--- src/rtl/vedic_seq_mul8_if.sv ---
// Operand/handshake bundle for the sequential Vedic multiplier.
// The master supplies operands and start; the slave returns busy, done and the product.
interface vedic_seq_mul8_if #(
  parameter int W = 8
);
  logic           start;
  logic [W-1:0]   a;
  logic [W-1:0]   b;
  logic           busy;
  logic           done;
  logic [2*W-1:0] p;

  modport master (output start, a, b, input busy, done, p);
  modport slave  (input start, a, b, output busy, done, p);
endinterface

--- src/rtl/vedic_seq_mul8.sv ---
// Sequential WxW unsigned multiplier: one (W/2)x(W/2) Urdhva-Tiryagbhyam unit
// reused over four steps, with the shifted partial products summed into a 2W-bit result.
//
//   state  | meaning
//   S_IDLE | waiting for start
//   S_MUL  | four accumulate steps, step_q = 0..3
//   S_DONE | one-cycle result pulse; a start here is accepted immediately
module vedic_seq_mul8 #(
  parameter int W = 8
) (
  input  logic            clk,
  input  logic            rst,
  vedic_seq_mul8_if.slave bus
);
  localparam int H  = W / 2;
  localparam int PW = 2 * H;

  typedef enum logic [1:0] {S_IDLE, S_MUL, S_DONE} state_e;

  state_e         state_q, state_d;
  logic [W-1:0]   aq_q, aq_d, bq_q, bq_d;
  logic [2*W-1:0] acc_q, acc_d, p_q, p_d;
  logic [1:0]     step_q, step_d;

  logic [H-1:0]   pa, pb;
  logic [PW-1:0]  pp;
  logic [2*W-1:0] pp_ext, term;

  // step bit 1 selects the upper half of a, step bit 0 the upper half of b
  assign pa = step_q[1] ? aq_q[W-1:H] : aq_q[H-1:0];
  assign pb = step_q[0] ? bq_q[W-1:H] : bq_q[H-1:0];

  // Vertical-and-crosswise columns: column c collects every pa[i]&pb[c-i].
  logic [PW-1:0] part [2*H];
  assign part[0] = '0;

  for (genvar c = 0; c < 2*H-1; c++) begin : g_col
    logic [H-1:0]  vert;
    logic [PW-1:0] col;
    for (genvar i = 0; i < H; i++) begin : g_term
      if ((c - i >= 0) && (c - i < H)) begin : g_on
        assign vert[i] = pa[i] & pb[c-i];
      end else begin : g_off
        assign vert[i] = 1'b0;
      end
    end
    assign col = PW'($countones(vert));
    assign part[c+1] = part[c] + (col << c);
  end

  assign pp     = part[2*H-1];
  assign pp_ext = {{(2*W-PW){1'b0}}, pp};

  always_comb begin
    term = pp_ext;
    case (step_q)
      2'd0:    term = pp_ext;
      2'd1,
      2'd2:    term = pp_ext << H;
      default: term = pp_ext << W;
    endcase
  end

  always_comb begin
    state_d = state_q;
    aq_d    = aq_q;
    bq_d    = bq_q;
    acc_d   = acc_q;
    p_d     = p_q;
    step_d  = step_q;
    case (state_q)
      S_MUL: begin
        if (step_q == 2'd3) begin
          p_d     = acc_q + term;
          state_d = S_DONE;
        end else begin
          acc_d  = acc_q + term;
          step_d = step_q + 2'd1;
        end
      end
      default: begin
        if (bus.start) begin
          aq_d    = bus.a;
          bq_d    = bus.b;
          acc_d   = '0;
          step_d  = 2'd0;
          state_d = S_MUL;
        end else begin
          state_d = S_IDLE;
        end
      end
    endcase
  end

  always_ff @(posedge clk) begin
    if (rst) begin
      state_q <= S_IDLE;
      aq_q    <= '0;
      bq_q    <= '0;
      acc_q   <= '0;
      p_q     <= '0;
      step_q  <= 2'd0;
    end else begin
      state_q <= state_d;
      aq_q    <= aq_d;
      bq_q    <= bq_d;
      acc_q   <= acc_d;
      p_q     <= p_d;
      step_q  <= step_d;
    end
  end

  assign bus.busy = (state_q == S_MUL);
  assign bus.done = (state_q == S_DONE);
  assign bus.p    = p_q;
endmodule

--- src/flat_wrapper.sv ---
// flat-port wrapper written by rule: the top's interface ports become plain ports
module vedic_seq_mul8_flat 
#(
  parameter int W = 8
)
  (clk, rst, bus_start, bus_a, bus_b, bus_busy, bus_done, bus_p);
  vedic_seq_mul8_if #(.W(W)) bus_i ();
  input  logic clk;
  input  logic rst;
  input wire logic [$bits(bus_i.start)-1:0] bus_start;
  input wire logic [$bits(bus_i.a)-1:0] bus_a;
  input wire logic [$bits(bus_i.b)-1:0] bus_b;
  output wire logic [$bits(bus_i.busy)-1:0] bus_busy;
  output wire logic [$bits(bus_i.done)-1:0] bus_done;
  output wire logic [$bits(bus_i.p)-1:0] bus_p;
  assign bus_i.start = bus_start;
  assign bus_i.a = bus_a;
  assign bus_i.b = bus_b;
  assign bus_busy = bus_i.busy;
  assign bus_done = bus_i.done;
  assign bus_p = bus_i.p;
  vedic_seq_mul8 #(.W(W)) u_core (.clk(clk), .rst(rst), .bus(bus_i));
endmodule
--- config.mk ---
export PLATFORM = sky130hd
export DESIGN_NAME = vedic_seq_mul8_flat
export DESIGN_NICKNAME = d
export VERILOG_FILES = /design/src/rtl/vedic_seq_mul8_if.sv /design/src/rtl/vedic_seq_mul8.sv /design/src/flat_wrapper.sv
export SDC_FILE = /design/constraint.sdc
export NUM_CORES = 1
export LEC_CHECK = 0
export CORE_ASPECT_RATIO = 1.75
export CORE_MARGIN = 8
export CORE_UTILIZATION = 43
export DETAILED_ROUTE_END_ITERATION = 7
export HOLD_SLACK_MARGIN = 0.15
export PLACE_DENSITY_LB_ADDON = 0.1
export SLEW_MARGIN = 25
export SYNTH_ARGS = -nofsm -noshare
export SYNTH_HDL_FRONTEND = slang
export SYNTH_SLANG_ARGS = --single-unit
--- constraint.sdc ---
create_clock -name clk -period 6.1 [get_ports clk]
set_input_delay 1.22 -clock clk [delete_from_list [all_inputs] [get_ports clk]]
set_output_delay 1.22 -clock clk [all_outputs]
set_load 0.03 [all_outputs]
# == Word level (Yosys, flattened, before mapping) ==
# Index checks and enable logic that the tools add are counted.
# Widths: inputs -> output; s select.
# word_totals
register_bits,52
wordCells,65
# op_classes
n_bitwise,17
eq_ne,7
reduce_logical,6
n_addsub,17
muxes,12
# op_table
cell,count
$mux 16,3
$add 8x8->8,4
$pmux 16 s2,1
$add 16x16->16,1
$and 1x1->1,16
$add 1x1->2,6
$mux 2,5
$add 1x8->8,1
$add 8x7->8,1
$mux 4,2
$add 6x1->6,1
$eq 2x2->1 const B,3
$reduce_and 2->1,3
$add 5x5->5,1
$add 1x4->4,1
$eq 2x1->1 const B,2
$add 2x1->2 const B,1
$logic_not 2->1,1
$ne 2x1->1 const B,1
$ne 2x2->1 const B,1
$reduce_bool 2->1,1
$reduce_or 2->1,1
$mux 1,1
$not 1->1,1

# == Longest topological paths before layout ==
# depth
word_depth,13
mapped_depth,22
mapped_depth_nobuf,21

# == Least setup slack after synthesis ==
# Ideal clock, no wire load.
# synth_path
kind,register to register
startpoint,reg u_core.step_q[0]
endpoint,reg u_core.p_q[14] (netlist: u_core.bus.p[14])
stages_incl_launch_ff,22
period_less_slack_ps,4893
t_arrival_ps,4773
path_buffers,1
path_slack_ps,1207
path_cell_list,dfxtp_1 -> clkbuf_1 -> mux2i_1 -> nor2_1 -> ha_1 -> ha_1 -> fa_1 -> ha_1 -> inv_1 -> fa_1 -> nor2b_1 -> o22ai_1 -> xnor2_1 -> a22oi_1 -> nor2_1 -> ha_1 -> a21o_1 -> a31o_2 -> a31o_2 -> a21oi_1 -> or4_1 -> nand3_1
# synth_via
elab_chain_cells,11
word_cells_on_any_way,40
# synth_rtl
element,line,text
from (decl),vedic_seq_mul8.sv:23,"logic [1:0] step_q, step_d;"
from (signal assigned),vedic_seq_mul8.sv:109,step_q <= step_d;
$mux 4,vedic_seq_mul8.sv:31,assign pb = step_q[0] ? bq_q[W-1:H] : bq_q[H-1:0];
$and 1x1->1,vedic_seq_mul8.sv:42,assign vert[i] = pa[i] & pb[c-i];
$add 1x1->2 (not written as such),vedic_seq_mul8.sv:47,assign col = PW'($countones(vert));
$add 1x8->8 or $add 6x1->6 (tied branches),"vedic_seq_mul8.sv:48, vedic_seq_mul8.sv:47",
$add 8x8->8 (4 in a row),vedic_seq_mul8.sv:48,assign part[c+1] = part[c] + (col << c);
$add 8x7->8,vedic_seq_mul8.sv:48,
$pmux 16 s2,vedic_seq_mul8.sv:56,case (step_q)
$add 16x16->16,vedic_seq_mul8.sv:74,p_d = acc_q + term;
to (signal assigned),vedic_seq_mul8.sv:108,p_q <= p_d;
to (decl),vedic_seq_mul8.sv:22,"logic [2*W-1:0] acc_q, acc_d, p_q, p_d;"
# Several ways; a longest one is shown, not always the timed one.
# A chain may end at the register's enable or synchronous reset.

# == Final worst setup path ==
# layout_path
startpoint,reg u_core.step_q[0]
endpoint,reg u_core.acc_q[12]
# layout_via
elab_chain_cells,13
word_cells_on_any_way,43
# layout_rtl
element,line,text
$mux 4,vedic_seq_mul8.sv:31,
$and 1x1->1,vedic_seq_mul8.sv:42,
$add 1x1->2 (not written as such),vedic_seq_mul8.sv:47,
$add 1x8->8 or $add 6x1->6 (tied branches),"vedic_seq_mul8.sv:48, vedic_seq_mul8.sv:47",
$add 8x8->8 (4 in a row),vedic_seq_mul8.sv:48,
$add 8x7->8,vedic_seq_mul8.sv:48,
$pmux 16 s2,vedic_seq_mul8.sv:56,
$add 16x16->16,vedic_seq_mul8.sv:77,acc_d = acc_q + term;
$mux 16,vedic_seq_mul8.sv:73,if (step_q == 2'd3) begin
$mux 16,vedic_seq_mul8.sv:71,case (state_q)
to (signal assigned),vedic_seq_mul8.sv:100,acc_q <= '0;
to (signal assigned),vedic_seq_mul8.sv:107,acc_q <= acc_d;
to (decl),vedic_seq_mul8.sv:22,
# Several ways; a longest one is shown, not always the timed one. The select of a mux whose other input is x is not followed.

==> flow_results.xml <==
<?xml version="1.0" encoding="UTF-8"?>
<metrics>
  <group name="global_routing">
    <metric name="first_global_vias" unit="">3042</metric>
    <metric name="wire_length_of_the_first_global_routing_pass" unit="um">14300</metric>
    <metric name="grt_antenna_before_repair" unit="">0</metric>
    <metric name="grt_start_max_net_pins" unit="">63</metric>
    <metric name="grt_usage" unit="">0.154</metric>
    <metric name="globalRouteOverflowTotal" unit="">0</metric>
  </group>
  <group name="clocking">
    <metric name="h_tree_level_count" unit="">2</metric>
    <metric name="clock_tree_from_tritoncts" unit="">done</metric>
    <metric name="cts_setup_buffers" unit="">0</metric>
    <metric name="clkLatencyLatePin" unit="ns">0.30</metric>
    <metric name="cts.hold.buffers_added" unit="">0</metric>
    <metric name="clock_tree.buffer_depth" unit="">2</metric>
    <metric name="worst_setup_hold_path_clk_slew" unit="ns">0.07</metric>
    <metric name="tritoncts.num_buffers" unit="">5</metric>
    <metric name="ctsResizeCount" unit="">0</metric>
    <metric name="tritoncts_num_sinks" unit="">52</metric>
    <metric name="ctsRootBufferMaster" unit="">clkbuf_16</metric>
  </group>
  <group name="power">
    <metric name="report.power.total" unit="mW">0.726</metric>
    <metric name="vdd.ir_drop.worst" unit="mV">0.130</metric>
    <metric name="pwrdens" unit="nW/um^2">182</metric>
    <metric name="p_leak" unit="nW">1.70</metric>
  </group>
  <group name="route">
    <metric name="firstDrtPassIters" unit="">6</metric>
    <metric name="detail_route.drc_violations" unit="">0</metric>
    <metric name="vias" unit="">3011</metric>
    <metric name="detail-route-antenna-nets" unit="">0</metric>
    <metric name="routed_wire_length_per_instance" unit="um">16.3</metric>
    <metric name="vias_per_cell" unit="">5.63</metric>
    <metric name="drt_first_iter_violations" unit="">122</metric>
    <metric name="total_wirelength_of_the_detailed_routed_design" unit="um">8750</metric>
  </group>
  <group name="sta">
    <metric name="fin_crit" unit="ns">5.36</metric>
    <metric name="max_slew_margin" unit="">0.476</metric>
    <metric name="setup_viol" unit="">0</metric>
    <metric name="post-route-period-util" unit="">0.878</metric>
    <metric name="clock.fmax" unit="MHz">187</metric>
    <metric name="worst_clock_skew" unit="ns">0.00615</metric>
    <metric name="final.setup.worst_slack" unit="ns">0.741</metric>
    <metric name="maxSlewViolCount" unit="">0</metric>
    <metric name="worstMarginPinSlew" unit="ns">0.784</metric>
    <metric name="grt_setup_unrepaired" unit="">no</metric>
    <metric name="final.hold.worst_slack" unit="ns">0.453</metric>
    <metric name="timing.final.hold_violations" unit="">0</metric>
    <metric name="tns_setup" unit="ns">0</metric>
  </group>
  <group name="cells_and_area">
    <metric name="design_area" unit="um^2">3980</metric>
    <metric name="syn_to_final_growth" unit="%">15.6</metric>
    <metric name="finalNetCount" unit="">502</metric>
    <metric name="final_layout_size_suffix_gt1_frac" unit="">0.0562</metric>
    <metric name="post-route-util" unit="">0.507</metric>
    <metric name="nFillCells" unit="">800</metric>
    <metric name="insertedDiodeCount" unit="">0</metric>
    <metric name="finish.cell_count_without_fillers" unit="">535</metric>
  </group>
  <group name="worst_hold_path">
    <metric name="worst_min_delay_path_startpoint" unit="">u_core.bus.p[9]</metric>
    <metric name="min-delay-path-class" unit="">register to register</metric>
  </group>
  <group name="synthesis">
    <metric name="synth_top_area_frac" unit="">0.302</metric>
    <metric name="proportion_of_register_bits_with_asynchronous_set_or_reset_after_synthesis" unit="">0</metric>
    <metric name="syn_nets" unit="">477</metric>
    <metric name="synth.yosys.warnings" unit="">0</metric>
    <metric name="yosys.cell_types.count" unit="">55</metric>
    <metric name="synth_largest_area_cell" unit="">dfxtp_1</metric>
    <metric name="synthFlopType" unit="">dfxtp_1</metric>
    <metric name="yosysSeqAreaShare" unit="">0.302</metric>
    <metric name="postSynthRegisterBits" unit="">52</metric>
    <metric name="syn-cell-area" unit="um^2">3440</metric>
    <metric name="edff_count_synth" unit="">0</metric>
    <metric name="postSynthCellCount" unit="">419</metric>
    <metric name="postSynthAreaPerCell" unit="um^2">8.22</metric>
    <metric name="post_synth_main_area_contributors" unit="">dfxtp_1 30%, ha_1 12%, nand2_1 6.5%, a21oi_1 6.1%, nor2_1 5.0%</metric>
  </group>
  <group name="place">
    <metric name="port_buffers" unit="">36</metric>
    <metric name="post-place-cells" unit="">527</metric>
    <metric name="dp_hpwl" unit="um">6660</metric>
    <metric name="place_ws" unit="ns">0.787</metric>
    <metric name="gpl.final_weighted_congestion" unit="">0.921</metric>
    <metric name="detailed_place.area" unit="um^2">3830</metric>
  </group>
  <group name="floorplanning">
    <metric name="die_height" unit="um">134</metric>
    <metric name="io-pin-count" unit="">37</metric>
    <metric name="num_rows" unit="">43</metric>
    <metric name="die-width" unit="um">83.6</metric>
    <metric name="area_of_the_core_region" unit="um^2">7860</metric>
    <metric name="floorplan.die_area" unit="um^2">11200</metric>
    <metric name="initial_utilization" unit="">0.438</metric>
  </group>
  <group name="status">
    <metric name="outcome" unit="">finished, final reports clean</metric>
  </group>
  <group name="critical_path">
    <metric name="critical_path_class" unit="">register to register</metric>
    <metric name="timing.critical_path.arrival" unit="ns">5.60</metric>
    <metric name="critical_path.reg2reg.startpoint" unit="">u_core.step_q[0]</metric>
    <metric name="critPathLaunchType" unit="">register</metric>
    <metric name="cp-end-kind" unit="">register</metric>
    <metric name="critical_path.max_fanout" unit="">8</metric>
    <metric name="crit_required" unit="ns">6.34</metric>
    <metric name="reg2reg_setup_slack" unit="ns">0.74</metric>
    <metric name="timing.critical_path.from" unit="">u_core.step_q[0]</metric>
  </group>
  <group name="job">
    <metric name="maxCapViolations" unit="">0</metric>
  </group>
</metrics>
==> cells by family (layout without fill, tap and decap cells) <==
| kind of cell | count (synthesis) | in the layout | synth area share |
|---|---|---|---|
| mux | 9 | 9 | 0.0262 |
| simple gates | 173 | 173 | 0.242 |
| xor+xnor | 12 | 12 | 0.0305 |
| buf+inv | 38 | 64 | 0.0465 |
| fa+ha+maj | 39 | 39 | 0.157 |
| compound gates | 96 | 96 | 0.195 |
| flops | 52 | 52 | 0.302 |
==> synthesized netlist by cell type (all sizes together) (11+ instances only) <==
cell type,number
a22oi,11
nand2,60
dfxtp,52
nand3,11
inv,18
nor2,47
a21oi,43
ha,32
nand3b,12
clkbuf,16
==> placed cells by master (no fill, tap or decap), types with 3 or more instances in the layout <==
cell type        count
nand3b_1            12
mux2i_1              9
and3_1               3
o21ai_0              9
clkdlybuf4s50_1     35
clkbuf_16            5
xor2_1               3
nand4b_1             4
xnor2_1              9
a22oi_1             11
buf_4                3
and2_1               9
dfxtp_1             52
fa_1                 7
or2_2                3
inv_1               18
a22o_1               4
a21oi_1             42
ha_1                32
or4_1                5
nand2_1             60
nand3_1             11
nor2b_1              8
a21o_1               4
nor2_1              46
nand2b_1             4
==> power by group <==
| group | switching [mW] | internal, mW | total, mW |
|---|---|---|---|
| Sequential | 0.00655 | 0.348 | 0.354 |
| Combinational | 0.0514 | 0.0330 | 0.0844 |
| Clock | 0.134 | 0.153 | 0.288 |
| Total | 0.192 | 0.534 | 0.726 |
==> sequential cells by signal, summed over array words and instances, names as in the netlist <==
register and count:
u_core.state_q 2, u_core.step_q 2, u_core.bq_q 8, u_core.bus.p 16, u_core.acc_q 16, u_core.aq_q 8
==> worst paths after layout <==
check | to | cells past startpoint
max | u_core.acc_q[12] | 20
min reg2reg | u_core.bus.p[9] | 2
min | u_core.bus.p[9] | 2
max reg2reg | u_core.acc_q[12] | 20
==> critical path: stages (launching register included) <==
cell and delay (ns):
dfxtp_1 0.51, mux2i_1 0.43, nor2_1 0.12, ha_1 0.31, ha_1 0.19, fa_1 0.43
ha_1 0.31, inv_1 0.07, fa_1 0.45, nor2b_1 0.20, o22ai_1 0.16, xnor2_1 0.17
a22oi_1 0.17, nor2_1 0.07, ha_1 0.41, and3_1 0.20, o21ai_0 0.08, a21oi_1 0.29
a31oi_1 0.20, or4_1 0.44, nand3_1 0.09
==> routing by layer <==
layer	vias up	track usage	wire length, um
li1	1511	-	-
met1	1424	0.143	3270
met2	62	0.307	4970
met3	14	0.0310	300
met4	0	0.0676	203
met5	-	0	0
==> final cells by class <==
class,count,area [um^2],share of cell area
multi-input combinational,329,2240,0.563
inverter,18,67.6,0.0170
sequential,52,1040,0.261
clock inverter,2,16.3,0.00409
tap,90,113,0.0283
timing repair buffer,38,373,0.0937
clock buffer,6,129,0.0324
No activity file was read; power rests on OpenSTA's default activity.
